<file path="config.mk">
export PLATFORM = sky130hd
export DESIGN_NAME = rr_arbiter_8
export DESIGN_NICKNAME = d
export VERILOG_FILES = /design/src/rtl/arb_pkg.sv /design/src/rtl/onehot_enc_8x3.sv /design/src/rtl/rr_arbiter_8.sv
export SDC_FILE = /design/constraint.sdc
export NUM_CORES = 1
export LEC_CHECK = 0
export ABC_AREA = 0
export CAP_MARGIN = 10
export CORE_UTILIZATION = 35
export CTS_BUF_LIST = sky130_fd_sc_hd__clkbuf_2
export DETAILED_ROUTE_END_ITERATION = 10
export GPL_TIMING_DRIVEN = 0
export PLACE_DENSITY = 0.51
export SLEW_MARGIN = 15
export SYNTH_ARGS = -nofsm -noshare
export SYNTH_HDL_FRONTEND = slang
export SYNTH_SLANG_ARGS = --single-unit
</file>
<file path="constraint.sdc">
create_clock -name clk -period 5.3 [get_ports clk]
set_input_delay 1.325 -clock clk [delete_from_list [all_inputs] [get_ports clk]]
set_output_delay 1.325 -clock clk [all_outputs]
set_load 0.05 [all_outputs]
</file>
<file path="src/rtl/arb_pkg.sv">
// Shared definitions for the 8-way round-robin arbiter: sizes, FSM state
// type and the rotate/priority helpers used to pick a winner.
package arb_pkg;

  localparam int ARB_N     = 8;
  localparam int ARB_IDX_W = 3;

  typedef enum logic {
    IDLE  = 1'b0,
    GRANT = 1'b1
  } state_t;

  // Rotate an 8-bit vector right by amt, so that bit i of the result is
  // vec[(i + amt) mod 8]; bit 0 of the result is the highest-priority slot.
  function automatic logic [ARB_N-1:0] rotr8(input logic [ARB_N-1:0]     vec,
                                             input logic [ARB_IDX_W-1:0] amt);
    logic [2*ARB_N-1:0] dbl;
    dbl = {vec, vec} >> amt;
    return dbl[ARB_N-1:0];
  endfunction

  // One-hot winner of vec, searching ptr, ptr+1, ..., wrapping past bit 7.
  // Returns all-zero when vec is empty.
  function automatic logic [ARB_N-1:0] pick_winner(input logic [ARB_N-1:0]     vec,
                                                   input logic [ARB_IDX_W-1:0] ptr);
    logic [ARB_N-1:0]     rot;
    logic [ARB_IDX_W-1:0] off;
    logic [ARB_IDX_W-1:0] idx;
    logic                 found;
    rot   = rotr8(vec, ptr);
    off   = '0;
    found = 1'b0;
    for (int i = 0; i < ARB_N; i++) begin
      if (!found && rot[i]) begin
        off   = ARB_IDX_W'(i);
        found = 1'b1;
      end
    end
    // 3-bit add wraps naturally, giving (ptr + off) mod 8.
    idx = ptr + off;
    return found ? (ARB_N'(1) << idx) : '0;
  endfunction

endpackage

</file>
<file path="src/rtl/onehot_enc_8x3.sv">
// Combinational one-hot to binary encoder; all-zero input encodes to 0.
module onehot_enc_8x3
  import arb_pkg::*;
(
  input  logic [ARB_N-1:0]     onehot_i,
  output logic [ARB_IDX_W-1:0] idx_o
);

  // Each index bit is the OR of the one-hot positions that have it set.
  always_comb begin
    idx_o[0] = onehot_i[1] | onehot_i[3] | onehot_i[5] | onehot_i[7];
    idx_o[1] = onehot_i[2] | onehot_i[3] | onehot_i[6] | onehot_i[7];
    idx_o[2] = onehot_i[4] | onehot_i[5] | onehot_i[6] | onehot_i[7];
  end

endmodule

</file>
<file path="src/rtl/rr_arbiter_8.sv">
// Round-robin arbiter for 8 requesters with a registered one-hot grant,
// its encoded index and a valid flag. A grant is held while its requester
// keeps asking, but for at most MAX_HOLD cycles when someone else waits.
module rr_arbiter_8
  import arb_pkg::*;
#(
  parameter int MAX_HOLD = 16
) (
  input  logic                 clk,
  input  logic                 rst,
  input  logic [ARB_N-1:0]     req,
  output logic [ARB_N-1:0]     grant,
  output logic [ARB_IDX_W-1:0] grant_idx,
  output logic                 grant_valid
);

  localparam int HOLD_W = (MAX_HOLD > 1) ? $clog2(MAX_HOLD) : 1;
  localparam logic [HOLD_W-1:0] HOLD_LAST = HOLD_W'(MAX_HOLD - 1);

  state_t               state_q, state_d;
  logic [ARB_N-1:0]     grant_q, grant_d;
  logic [ARB_IDX_W-1:0] grant_idx_q, grant_idx_d;
  logic                 grant_valid_q, grant_valid_d;
  logic [ARB_IDX_W-1:0] ptr_q, ptr_d;
  logic [HOLD_W-1:0]    hold_q, hold_d;

  logic [ARB_N-1:0]     others;
  logic [ARB_IDX_W-1:0] ptr_after_cur;
  logic                 hold_expired;

  // grant_q is one-hot on the current owner, so masking with it removes
  // exactly the bit at grant_idx_q.
  assign others        = req & ~grant_q;
  assign ptr_after_cur = grant_idx_q + ARB_IDX_W'(1);
  assign hold_expired  = (MAX_HOLD != 0) && (hold_q == HOLD_LAST);

  // Next-state, next-grant and hold-counter logic for the IDLE/GRANT FSM.
  always_comb begin
    // NOTE: every target gets a default first so no path leaves a variable
    // unassigned, which would otherwise infer a latch.
    state_d = state_q;
    grant_d = grant_q;
    ptr_d   = ptr_q;
    hold_d  = hold_q;

    unique case (state_q)
      IDLE: begin
        if (req != '0) begin
          grant_d = pick_winner(req, ptr_q);
          hold_d  = '0;
          state_d = GRANT;
        end
      end

      GRANT: begin
        if (req[grant_idx_q]) begin
          if (!hold_expired) begin
            // Unlimited hold leaves the counter parked so it cannot wrap.
            if (MAX_HOLD != 0) hold_d = hold_q + HOLD_W'(1);
          end else if (others != '0) begin
            ptr_d   = ptr_after_cur;
            grant_d = pick_winner(others, ptr_after_cur);
            hold_d  = '0;
          end else begin
            // Nobody else is waiting: keep the owner and restart its window.
            hold_d = '0;
          end
        end else begin
          ptr_d  = ptr_after_cur;
          hold_d = '0;
          if (others != '0) begin
            // Hand over directly, without an idle bubble.
            grant_d = pick_winner(others, ptr_after_cur);
          end else begin
            grant_d = '0;
            state_d = IDLE;
          end
        end
      end

      default: begin
        state_d = IDLE;
        grant_d = '0;
      end
    endcase
  end

  assign grant_valid_d = |grant_d;

  onehot_enc_8x3 u_enc (
    .onehot_i (grant_d),
    .idx_o    (grant_idx_d)
  );

  // State and output registers with synchronous reset taking priority.
  always_ff @(posedge clk) begin
    // NOTE: sequential state uses non-blocking assignments so every register
    // samples the pre-edge values regardless of statement order.
    if (rst) begin
      state_q       <= IDLE;
      grant_q       <= '0;
      grant_idx_q   <= '0;
      grant_valid_q <= 1'b0;
      ptr_q         <= '0;
      hold_q        <= '0;
    end else begin
      state_q       <= state_d;
      grant_q       <= grant_d;
      grant_idx_q   <= grant_idx_d;
      grant_valid_q <= grant_valid_d;
      ptr_q         <= ptr_d;
      hold_q        <= hold_d;
    end
  end

  assign grant       = grant_q;
  assign grant_idx   = grant_idx_q;
  assign grant_valid = grant_valid_q;

endmodule
</file>
==> run metrics <==
LEAKAGE roughly 0.87 nW; setup bufs post-CTS 0; Root Driver clkbuf_2; first-pass GRT wire length approximately 9200 µm; # IOs 22; worst path arrival time 5.32 ns; status finished, final reports clean; Crit Path Max Fanout 5; Synthesized Nets roughly 240; largest net degree at the start of global routing 13; core area roughly 5600 µm²; flops & latches, synth 20; CTS Buf Count 3; Slew Limit Fails 0; worst skew pair latency 0.33 ns; Final nets 270; Post-DP Area between 2000 and 2500 µm²; share of cells above drive strength 1 17.0%; routed len/inst between 15 and 20 µm; Critical Path RT ~5.6 ns; Die H about 79 µm; final hold violation count 0; commonest non-fill, non-tap cells in the layout nor2_1, clkdlybuf4s50_1, dfxtp_1; final WL around 5500 µm; Setup crit start kind primary input; initial antenna violation count 0; asr flop ratio synth 0%; all-layer global routing usage a little under a fifth; Max transition margin between 60 and 70%; kind of critical path primary input to register; final core utilization 43.4%; max-cap violations 0; syn_area_per_cell 9.16 µm²; FP Rows 27; Final Cycle Share between 90 and 100%; CTS Sinks 20; First DRT Iteration DRCs 70; setup violators final 0; Power Density 502 nW/µm²; total grt overflow 0; reg-to-reg setup timing slack ~0.79 ns; Inserted Diodes 0; post-synth top area share 19.2%; H-tree depth 1; Layout fillers 550; # DRC 0; Die Wd around 79 µm; largest cells by area after synthesis dfxtp_1, mux4_2, mux2i_1; via count about 1900; fin area between 2000 and 2500 µm²; unique cell type count in the Yosys netlist 63; die area 6280 µm²; IO buf count 21; Starting Density between 30 and 40%; Synth Flop Type dfxtp_1; Fmax 198 MHz; post-route antenna net violation count 0; Setup Skew between 0.02 and 0.025 ns; dpl hpwl about 4400 µm; Hold Crit Class register to register; Post-Synthesis Cell Area approximately 2100 µm²; most common cell after layout, fill and taps aside nor2_1; Crit. End Element register; gpl congestion roughly 0.86; CTS clock-pin slew for the worst setup and hold paths roughly 0.22 ns; EDFF count, synth 0; Post-Syn Instances 228; largest area contributor in the netlist dfxtp_1; register area share after synthesis a little under a fifth; Detailed Routing Iterations Pass 1 4; number of global-route vias before repair approximately 1800; RSZ-0062 raised after global routing no; Worst Max-Slew Pin Slew ~0.54 ns; Area growth, synth to finish 17.1%; routed vias/inst between 5 and 6; post-layout min period roughly 5.0 ns; YS warnings 0; CTS tree done; Peak VDD IR 0.215 mV; Clock Path Buffers 2
## synth_stat cells (5+ instances only)
| cell | count |
|---|---|
| nand2_1 | 9 |
| o21ai_0 | 10 |
| nor3_1 | 5 |
| mux2_2 | 5 |
| a221oi_2 | 5 |
| o21ai_1 | 5 |
| o22ai_1 | 5 |
| nor2b_1 | 10 |
| mux2i_1 | 15 |
| inv_1 | 5 |
| nor2_1 | 26 |
| nand2b_1 | 5 |
| dfxtp_1 | 20 |
| mux4_2 | 7 |
| a21oi_1 | 16 |
## power breakdown
group,leakage (nW),switching [mW],internal [mW]
Combinational,0.684,0.504,0.391
Clock,0.0266,0.0505,0.0651
Sequential,0.163,0.0343,0.182
Total,0.874,0.589,0.639
## state kept, by name, indices dropped and copies added (netlist names)
name,cells
ptr_q,3
grant,8
grant_valid,1
hold_q,4
state_q,1
grant_idx,3
## metrics by stage
stage               setup WS, ns  hold WS (ns)  total power [mW]  instances  setup TNS, ns
global placement          -0.194         0.477              1.10        321         -0.431
finish                     0.257         0.504              1.23        325              0
global route            0.000697         0.518              1.32        325              0
floorplan                  0.651         0.454             0.917        228              0
detailed placement        -0.190         0.473              1.10        321         -0.428
CTS                        0.215         0.500              1.22        325              0
## layout make-up
class	count	area [µm²]	area share (%)
Buffer	9	43.8	1.79
Clock buffer	3	15.0	0.614
Clock inverter	1	30.0	1.23
Inverter	6	22.5	0.921
Multi-Input combinational cell	193	1630	66.8
Sequential cell	20	400	16.4
Tap cell	72	90.1	3.68
Timing Repair Buffer	21	210	8.59
## worst max-delay path, cell delays in order
cell and delay (ns):
clkdlybuf4s50_1 0.50, nor2b_1 0.21, mux4_1 0.53, mux2_4 0.31, nand2_1 0.06, a21bo_2 0.12
a21bo_2 0.11, o21ai_0 0.08, ha_1 0.20, fa_1 0.42, xnor2_1 0.36, or2b_1 0.30
a2bb2oi_4 0.16, a21oi_1 0.19, a221oi_2 0.07, and2_1 0.20, a31oi_1 0.18
## final timing paths
| kind | cells after the start | start | to |
|---|---|---|---|
| max | 17 | req[2] | grant_idx[0] |
| min | 2 | hold_q[3] | hold_q[3] |
| max reg2reg | 17 | grant_idx[1] | grant_idx[0] |
| min reg2reg | 2 | hold_q[3] | hold_q[3] |
## kinds of logic after synthesis
logic type                 after synthesis  synth area share, %
AOI/OAI and AO/OA                       67                 25.6
xor gates and xnor gates                 7                 3.66
adders and majority gates                6                 4.31
buffers and inverters                   15                 3.17
DFF                                     20                 19.2
muxes                                   32                 22.6
and+or+nand+nor                         81                 21.5
## routing by layer
metal	global-route usage, %	vias to the layer above	part of all wire [%]
met5	0	-	0
met4	3.82	0	0.77
met3	2.53	4	4.6
met2	29.1	46	44
met1	27.8	896	50
li1	-	933	-
## repair_timing
item                       in CTS  in global routing
setup endpoints to repair       0                  1
hold endpoints to repair        0                  0
gates resized for setup         0                  2
hold buffers                    0                  0
No activity file was read; power rests on OpenSTA's default activity.
